### src/rtl/jk_bank_pkg.sv
// JK command encoding shared by the bank arbiter and its requesters,
// plus the single-bit command application used by the bank update.
package jk_bank_pkg;

  localparam logic [1:0] CMD_HOLD   = 2'b00;
  localparam logic [1:0] CMD_SET    = 2'b01;
  localparam logic [1:0] CMD_RESET  = 2'b10;
  localparam logic [1:0] CMD_TOGGLE = 2'b11;

  function automatic logic jk_apply(input logic bit_q, input logic [1:0] jk_cmd);
    logic r;
    case (jk_cmd)
      CMD_HOLD:   r = bit_q;
      CMD_SET:    r = 1'b1;
      CMD_RESET:  r = 1'b0;
      CMD_TOGGLE: r = ~bit_q;
    endcase
    return r;
  endfunction

endpackage

### src/rtl/jk_rr_pick.sv
// Combinational winner search: round-robin from ptr, wrapping at NREQ-1.
// JK_BANK_ARB_PRIO_EN selects fixed priority (lowest index wins, ptr ignored).
module jk_rr_pick #(
  parameter int NREQ = 4,
  parameter int PW   = 2
) (
  input  logic [NREQ-1:0] req,
  input  logic [PW-1:0]   ptr,
  output logic [PW-1:0]   win,
  output logic            vld
);

`ifdef JK_BANK_ARB_PRIO_EN
  logic w_unused_ptr;
  assign w_unused_ptr = ^ptr;

  always_comb begin
    win = '0;
    vld = |req;
    for (int k = NREQ - 1; k >= 0; k--) begin
      if (req[k]) win = PW'(k);
    end
  end
`else
  // Scan downward so the candidate closest to ptr is the last one written.
  always_comb begin
    win = '0;
    vld = |req;
    for (int k = NREQ - 1; k >= 0; k--) begin
      logic [PW-1:0] c;
      c = PW'((int'(ptr) + k) % NREQ);
      if (req[c]) win = c;
    end
  end
`endif

endmodule

### src/rtl/jk_bank_arbiter.sv
// Shared JK flag bank: one requester served per clock, result and gnt registered together (1 cycle);
// losers wait with req held. JK_BANK_ARB_PRIO_EN switches round-robin to fixed priority.
module jk_bank_arbiter
  import jk_bank_pkg::*;
#(
  parameter int NREQ  = 4,
  parameter int WIDTH = 8,
  parameter int IDXW  = 3
) (
  input  logic                 clk,
  input  logic                 rst,
  input  logic [NREQ-1:0]      req,
  input  logic [2*NREQ-1:0]    cmd,
  input  logic [NREQ*IDXW-1:0] idx,
  output logic [NREQ-1:0]      gnt,
  output logic [WIDTH-1:0]     q,
  output logic [WIDTH-1:0]     qn,
  output logic                 err,
  output logic                 busy
);

  localparam int PW = $clog2(NREQ);

  logic [PW-1:0]    r_ptr;
  logic [NREQ-1:0]  r_gnt;
  logic [WIDTH-1:0] r_q;
  logic             r_err;

  logic [PW-1:0]    w_win;
  logic             w_vld;
  logic [1:0]       w_cmd;
  logic [IDXW-1:0]  w_idx;
  logic             w_oob;
  logic [WIDTH-1:0] w_q_nxt;
  logic [NREQ-1:0]  w_gnt_nxt;
  logic [PW-1:0]    w_ptr_nxt;

  jk_rr_pick #(
    .NREQ (NREQ),
    .PW   (PW)
  ) u_pick (
    .req (req),
    .ptr (r_ptr),
    .win (w_win),
    .vld (w_vld)
  );

  always_comb begin
    w_cmd = CMD_HOLD;
    w_idx = '0;
    for (int i = 0; i < NREQ; i++) begin
      if (w_win == PW'(i)) begin
        w_cmd = cmd[2*i +: 2];
        w_idx = idx[IDXW*i +: IDXW];
      end
    end
  end

  assign w_oob = int'(w_idx) >= WIDTH;

  // Out-of-range targets still consume the grant but leave the bank untouched.
  always_comb begin
    w_q_nxt = r_q;
    for (int b = 0; b < WIDTH; b++) begin
      if (w_vld && !w_oob && (w_idx == IDXW'(b))) w_q_nxt[b] = jk_apply(r_q[b], w_cmd);
    end
  end

  assign w_gnt_nxt = w_vld ? (NREQ'(1) << w_win) : '0;
  assign w_ptr_nxt = (w_win == PW'(NREQ - 1)) ? '0 : w_win + 1'b1;

  always_ff @(posedge clk) begin
    if (rst) begin
      r_q   <= '0;
      r_gnt <= '0;
      r_err <= 1'b0;
      r_ptr <= '0;
    end else begin
      r_q   <= w_q_nxt;
      r_gnt <= w_gnt_nxt;
      r_err <= w_vld && w_oob;
      if (w_vld) r_ptr <= w_ptr_nxt;
    end
  end

  assign q    = r_q;
  assign qn   = ~r_q;
  assign gnt  = r_gnt;
  assign err  = r_err;
  assign busy = |req;

endmodule

### config.mk
export PLATFORM = sky130hd
export DESIGN_NAME = jk_bank_arbiter
export DESIGN_NICKNAME = d
export VERILOG_FILES = /design/src/rtl/jk_bank_pkg.sv /design/src/rtl/jk_rr_pick.sv /design/src/rtl/jk_bank_arbiter.sv
export SDC_FILE = /design/constraint.sdc
export NUM_CORES = 1
export LEC_CHECK = 0
export ABC_AREA = 1
export BUFFER_PORTS_ARGS = -buffer_cell sky130_fd_sc_hd__buf_2
export CAP_MARGIN = 20
export CORE_MARGIN = 1.5
export CORE_UTILIZATION = 43
export DETAILED_ROUTE_END_ITERATION = 7
export PLACE_DENSITY = 0.75
export SLEW_MARGIN = 25
export SYNTH_ARGS = -nofsm -noshare
export SYNTH_HDL_FRONTEND = slang
export SYNTH_SLANG_ARGS = --single-unit
### constraint.sdc
create_clock -name clk -period 2.3 [get_ports clk]
set_clock_uncertainty 0.1 [all_clocks]
set_input_delay 0 -clock clk [delete_from_list [all_inputs] [get_ports clk]]
set_output_delay 0 -clock clk [all_outputs]
set_load 0.05 [all_outputs]
==> results.json, run 1 <==
{
  "die-width_um": 56.0,
  "dp_hpwl_mm": 2.26,
  "cp_cell_sequence": "buf_6 -> o21ai_4 -> nand2_1 -> nand2_1 -> nand2_2 -> nand2_2 -> nand2_2 -> nand2_4 -> inv_4 -> ha_4 -> buf_4 -> a21oi_1 -> a21oi_4 -> nand3_1 -> nand2_1 -> inv_1 -> nor2_2",
  "r2r_cells": 17,
  "yosys_warnings": 0,
  "wl_per_cell_um": 10.5,
  "clock_latency_ps": 280,
  "synth_area_mm2": 0.00121,
  "violations": "setup timing",
  "layout-drive-gt1-share_pct": 47.5,
  "core_mm2": 0.00271,
  "finalHoldViolCount": 0,
  "path_clk_slew_ps": 90,
  "maxSlewViolCount": 0,
  "cts.sinks": 14,
  "vias_per_cell": 4.85,
  "pin_count": 48,
  "final_nets": 289,
  "dpl_worst_slack_ps": -177,
  "ys.flop_type": "dfxtp_1",
  "layout_commonest_cell": "buf_2",
  "synth_cells": 196,
  "rsz0062_at_grt": "yes",
  "final_cell_mix": "46 x buf_2, 44 x nand2_1, 22 x inv_1",
  "root_buffer": "clkbuf_4",
  "min_from": "req[0]",
  "syn_avg_cell_area_um2": 6.17,
  "drc_errors": 0,
  "synth_nets": 226,
  "portBuffers": 46,
  "antenna_found_initial": 0,
  "status": "finished with violations",
  "initial_utilization_pct": 44.6,
  "timing.max_cap.violations": 0,
  "cts_tree": "built",
  "routed_wl_mm": 3.04,
  "grt_use_total_pct": 18.7,
  "grt_max_degree": 11,
  "fin_area_mm2": 0.00172,
  "rows": 19,
  "drtAntennaViolNets": 0,
  "die_area_mm2": 0.00314,
  "path_class": "reg -> reg",
  "setup_violations": 8,
  "critPathSlowestCell": "dfxtp_4",
  "dieHeight_um": 56.0,
  "met2_usage_pct": 31.4,
  "clockBufferDepth": 2,
  "min_period_ps": 2370,
  "drtIter0Drc": 80,
  "fin_setup_tns_ps": -432,
  "crit_fanout": 8,
  "synth-edff-count": 0,
  "grt.busiest_layer": "met2",
  "start_kind": "register",
  "setup_ws_ps": -70.8,
  "place_area_mm2": 0.00153,
  "cts_buffers": 3,
  "arrival_ps": 2440,
  "firstDrtPassIters": 4,
  "h-tree-depth": 1,
  "synth-seq-cells": 14,
  "post-route-util_pct": 63.5,
  "yosysSeqAreaShare_pct": 23.2,
  "grt_pass1_vias": 1152,
  "reg2reg_from": "r_ptr[0]",
  "area_growth_pct": 42.2,
  "ys_async_sr_fraction_pct": 0,
  "hold_class": "in -> reg",
  "rrSetupSlack_ps": -70,
  "holdPathStages": 5,
  "grt_first_pass_wirelength_mm": 4.77,
  "antenna_cells": 0,
  "fmax_mhz": 422,
  "yosysUniqueCellTypes": 24,
  "gp_congestion": 0.965,
  "grt_overflow_total": 0,
  "met3_usage_pct": 3.26,
  "use_met1_pct": 24.6,
  "period_share_pct": 103,
  "end_kind": "register",
  "crit_start": "r_ptr[0]",
  "vias": 1396,
  "critical_path.max_stage_delay_ps": 380,
  "crit_required_ps": 2370
}
[kinds of logic after synthesis]
| family | synth area share, % |
|---|---|
| buf+inv | 12.1 |
| flops | 23.2 |
| fa+ha+maj | 4.14 |
| compound gates | 8.79 |
| simple gates | 51.5 |
| other cells | 0.310 |
[sequential cells by signal, summed over array words and instances (netlist names)]
name and cells:
gnt 4, q 8, r_ptr 2
[critical path: cells and delay by family, from the launching register on]
kind | cells | cell delay (ps)
fa+ha+maj | 1 | 190
compound gates | 3 | 560
simple gates | 9 | 630
flops | 1 | 380
buf+inv | 4 | 380
[metrics by stage]
step	std cells	hold slack [ps]
after global routing	288	237
after CTS	286	183
final	288	198
after detailed placement	280	242
after global placement	280	238
after floorplan	196	95.8
[area by class of cell]
cell class | count | area [µm²]
Fill cell | 261 | 990
Sequential cell | 14 | 285
Inverter | 34 | 143
Multi-Input combinational cell | 146 | 886
Timing Repair Buffer | 60 | 345
Tap cell | 31 | 38.8
Clock buffer | 3 | 22.5
[cell usage after synthesis, types with 2 or more instances]
master,instances,area (µm²)
nand2_1,49,184
inv_1,24,90.1
nand3_1,21,105
nor2_1,21,78.8
dfxtp_1,14,280
nor2_2,12,75.1
a21oi_1,10,50.1
nand2_2,10,62.6
inv_2,9,33.8
ha_1,4,50.1
nand2_4,4,45.0
nand3_2,4,40.0
a21oi_4,2,32.5
o21ai_0,2,10.0
[final timing paths]
path / end
worst max-delay path: q[5]
worst min-delay path: r_ptr[0]
worst max register to register: q[5]
worst min register to register: q[4]
[layer usage]
metal,wire (µm),vias to the layer above
met3,227,6
li1,-,722
met2,1430,59
met1,1360,609
met4,25,0
met5,0,-
[what timing repair did]
action | CTS | global route
resized for setup | 19 | 15
hold buffers | 1 | 0
pin swaps | 14 | 17
endpoints found under the hold margin | 4 | 0
setup endpoints to repair | 8 | 8
setup buffers | 2 | 2
Power of run 1 is left out: the tool's default activity adds up to more than one toggle a clock period on the data nets, which glitch-free logic cannot reach.
==> run 2, diff against run 1 <==
Settings changed: MAX_ROUTING_LAYER from default to met4.
==> results.json, run 2 (same netlist as run 1, synthesis figures left out) <==
{
  "cts_buffers": 3,
  "maxSlewViolCount": 0,
  "fmax_mhz": 422,
  "grt_max_degree": 11,
  "fill_cells": 261,
  "antenna_found_initial": 0,
  "finalHoldViolCount": 0,
  "timing.max_cap.violations": 0,
  "pin_count": 48,
  "die_area_mm2": 0.00314,
  "portBuffers": 46,
  "grt_use_total_pct": 19.2,
  "firstDrtPassIters": 4,
  "final_cell_mix": "46 x buf_2, 44 x nand2_1, 22 x inv_1",
  "clockBufferDepth": 2,
  "status": "finished with violations",
  "start_kind": "register",
  "vias_per_cell": 4.85,
  "cts_tree": "built",
  "dieHeight_um": 56.0,
  "period_share_pct": 103,
  "largest_register_ffs": 8,
  "final_nets": 289,
  "final_cells": 288,
  "cts.sinks": 14,
  "drtIter0Drc": 80,
  "core_mm2": 0.00271,
  "clock_latency_ps": 280,
  "drc_errors": 0,
  "vias": 1398,
  "wl_per_cell_um": 10.5,
  "grt_overflow_total": 0,
  "antenna_cells": 0,
  "gp_congestion": 0.983,
  "arrival_ps": 2480,
  "setup_violations": 8,
  "path_class": "reg -> reg",
  "die-width_um": 56.0,
  "layout_commonest_cell": "buf_2",
  "hold_class": "in -> reg",
  "h-tree-depth": 1,
  "rows": 19,
  "dp_hpwl_mm": 2.26,
  "initial_utilization_pct": 44.6,
  "end_kind": "register",
  "violations": "setup timing",
  "crit_required_ps": 2410,
  "root_buffer": "clkbuf_4",
  "place_area_mm2": 0.00153,
  "drtAntennaViolNets": 0,
  "routed_wl_mm": 3.02,
  "fin_area_mm2": 0.00172,
  "grt_pass1_vias": 1152,
  "layout-drive-gt1-share_pct": 47.5,
  "grt_first_pass_wirelength_mm": 4.77,
  "fin_setup_tns_ps": -368,
  "min_period_ps": 2370,
  "path_clk_slew_ps": 90,
  "crit_fanout": 7,
  "place_inst": 280,
  "setup_ws_ps": -69.1,
  "rsz0062_at_grt": "yes",
  "area_growth_pct": 42.2
}
-- run 2: cell counts in the layout (fill, tap and decap cells not counted) --
No cell type changed its count.
-- run 2: stage by stage --
| step | util [%] | hold slack, ps | setup slack (ps) |
|---|---|---|---|
| after floorplan | - | 95.8 | 58.6 |
| after global placement | 56.4 | 238 | -173 |
| after detailed placement | 56.4 | 242 | -177 |
| after CTS | 60.9 | 183 | -26.1 |
| after global routing | 63.5 | 237 | -216 |
| final | 63.5 | 201 | -69.1 |
-- run 2: final timing paths --
kind                 start  endpoint  slack, ps  cells after the start
hold reg to reg       q[4]      q[4]        420                      2
setup reg to reg  r_ptr[0]      q[7]        -70                     18
setup / recovery  r_ptr[0]      q[7]        -70                     18
hold / removal      req[0]  r_ptr[0]        200                      5
-- run 2: cell type report --
cell class	instances	area, µm²	area share [%]
Timing Repair Buffer	60	345	20.1
Tap cell	31	38.8	2.25
Sequential cell	14	285	16.6
Multi-Input combinational cell	146	886	51.5
Inverter	34	143	8.29
Clock buffer	3	22.5	1.31
-- run 2: critical path: stages (launching register included) --
cell and delay [ps]:
dfxtp_4 380, buf_6 120, o21ai_4 170, buf_4 130
inv_1 30, nand3_1 80, nand2_2 80, nand2_4 110
inv_4 60, ha_4 180, inv_4 80, nand3_1 100
nand2_2 100, nand2_4 60, a21oi_4 220, nand3_1 110
nand2_1 70, inv_1 30, nor2_1 90
-- run 2: per-layer routing --
layer	wire [µm]	global-route usage, %	vias up
li1	-	-	722
met4	45	5.10	0
met3	245	3.26	7
met1	1310	24.6	611
met5	0	-	-
met2	1420	31.4	58
-- run 2: timing repair --
item	CTS	global route
setup buffers	2	2
endpoints found under the hold margin	4	0
gates resized for setup	19	15
hold buffers	1	0
endpoints found under the setup margin	8	8
pin swaps	14	17
Power of run 2 is left out for the same reason.
==> run 3, diff against run 2 <==
Settings changed: CELL_PAD_IN_SITES_DETAIL_PLACEMENT from default to 0, CELL_PAD_IN_SITES_GLOBAL_PLACEMENT from default to 1, CORE_UTILIZATION 43 to 29, PLACE_DENSITY 0.75 to default, PLACE_DENSITY_LB_ADDON from default to 0.1.
==> results.json, run 3 (same netlist as run 1, synthesis figures left out) <==
{
  "status": "finished with violations",
  "violations": "setup timing",
  "fin_setup_tns_ps": -6.40,
  "cts.sinks": 14,
  "dieHeight_um": 67.6,
  "portBuffers": 46,
  "grt_use_total_pct": 15.1,
  "routed_wl_mm": 3.25,
  "dp_hpwl_mm": 2.52,
  "grt_overflow_total": 0,
  "final_cell_mix": "46 x buf_2, 42 x nand2_1, 22 x inv_1",
  "largest_register_ffs": 8,
  "min_from": "req[0]",
  "root_buffer": "clkbuf_8",
  "r2r-end": "q[4]",
  "fin_area_mm2": 0.00185,
  "die-width_um": 67.6,
  "wl_per_cell_um": 10.4,
  "rsz0062_at_grt": "yes",
  "fmax_mhz": 434,
  "vias_per_cell": 4.33,
  "multi_input_area_um2": 943,
  "firstDrtPassIters": 4,
  "pin_count": 48,
  "met2_usage_pct": 22.4,
  "layout_commonest_cell": "buf_2",
  "antenna_found_initial": 0,
  "met3_usage_pct": 2.50,
  "grt_pass1_vias": 1217,
  "gp_congestion": 0.757,
  "timing.max_cap.violations": 0,
  "grt.busiest_layer": "met2",
  "setup_ws_ps": -3.70,
  "rows": 23,
  "maxSlewViolCount": 0,
  "finalHoldViolCount": 0,
  "hold_class": "in -> reg",
  "path_clk_slew_ps": 70,
  "area_growth_pct": 53.2,
  "place_area_mm2": 0.00157,
  "fill_cells": 450,
  "h-tree-depth": 1,
  "drtIter0Drc": 50,
  "path_class": "reg -> reg",
  "clock_latency_ps": 250,
  "crit_fanout": 8,
  "end_kind": "register",
  "drtAntennaViolNets": 0,
  "cts_buffers": 3,
  "holdPathStages": 5,
  "final_nets": 292,
  "worstHoldEndpoint": "r_ptr[0]",
  "setup_violations": 2,
  "rrSetupSlack_ps": -4,
  "antenna_cells": 0,
  "regArea_um2": 285,
  "r2r_cells": 18,
  "clockBufferDepth": 2,
  "crit_required_ps": 2350,
  "layout-drive-gt1-share_pct": 51.3,
  "min_period_ps": 2300,
  "period_share_pct": 100,
  "grt_first_pass_wirelength_mm": 5.11,
  "reg2reg_from": "r_ptr[0]",
  "use_met1_pct": 20.9,
  "cts_tree": "built",
  "vias": 1346,
  "die_area_mm2": 0.00457,
  "core_mm2": 0.00400,
  "arrival_ps": 2360,
  "whs_ps": 229,
  "drc_errors": 0,
  "initial_utilization_pct": 30.2,
  "start_kind": "register",
  "grt_max_degree": 11
}
run 3: repair_timing:
item / in CTS / in global routing
endpoints found under the hold margin: 2 / 0
hold buffers: 1 / 0
setup buffers: 1 / 4
resized for setup: 17 / 29
pin swaps: 8 / 19
endpoints found under the setup margin: 8 / 8
run 3: cell type report:
type,instances,share of cell area (%)
clock buffers,4,2.97
inverters,34,7.70
multi-input cells,146,50.9
flip-flops and latches,14,15.4
well taps,50,3.38
repair buffers,63,19.6
run 3: worst max-delay path by stage:
stage          startpoint  endpoint  slack (ps)
2_1_floorplan    r_ptr[0]      q[4]          60
3_3_place_gp     r_ptr[0]      q[4]        -190
3_5_place_dp     r_ptr[0]      q[4]        -180
4_1_cts          r_ptr[0]      q[7]         -10
5_1_grt          r_ptr[0]      q[7]        -180
6_report         r_ptr[0]      q[4]          -4
run 3: routing by layer:
layer	vias up	wire, µm
met1	563	1640
met4	0	35
met3	4	221
li1	733	-
met2	46	1350
met5	-	0
run 3: per-stage QoR:
| step | setup slack (ps) | util (%) | std cells |
|---|---|---|---|
| 2_1_floorplan | 58.6 | - | 196 |
| 3_3_place_gp | -187 | 39.2 | 301 |
| 3_5_place_dp | -179 | 39.2 | 301 |
| 4_1_cts | -12.8 | 42.7 | 307 |
| 5_1_grt | -185 | 46.3 | 311 |
| 6_report | -3.70 | 46.3 | 311 |
run 3: worst max-delay path: stages, from the launching register on:
cell	delay [ps]
dfxtp_4	370
buf_6	130
o21ai_4	160
nand2_1	70
nand2_1	70
nand2_2	60
nand2_2	70
nand2_2	60
nand2_4	130
inv_6	60
ha_4	190
a21oi_2	190
nand2_2	90
nand2_4	100
nand2_2	90
nor2_4	110
nand2_1	50
nand2_1	60
nor2_1	50
Power of run 3 is left out for the same reason.
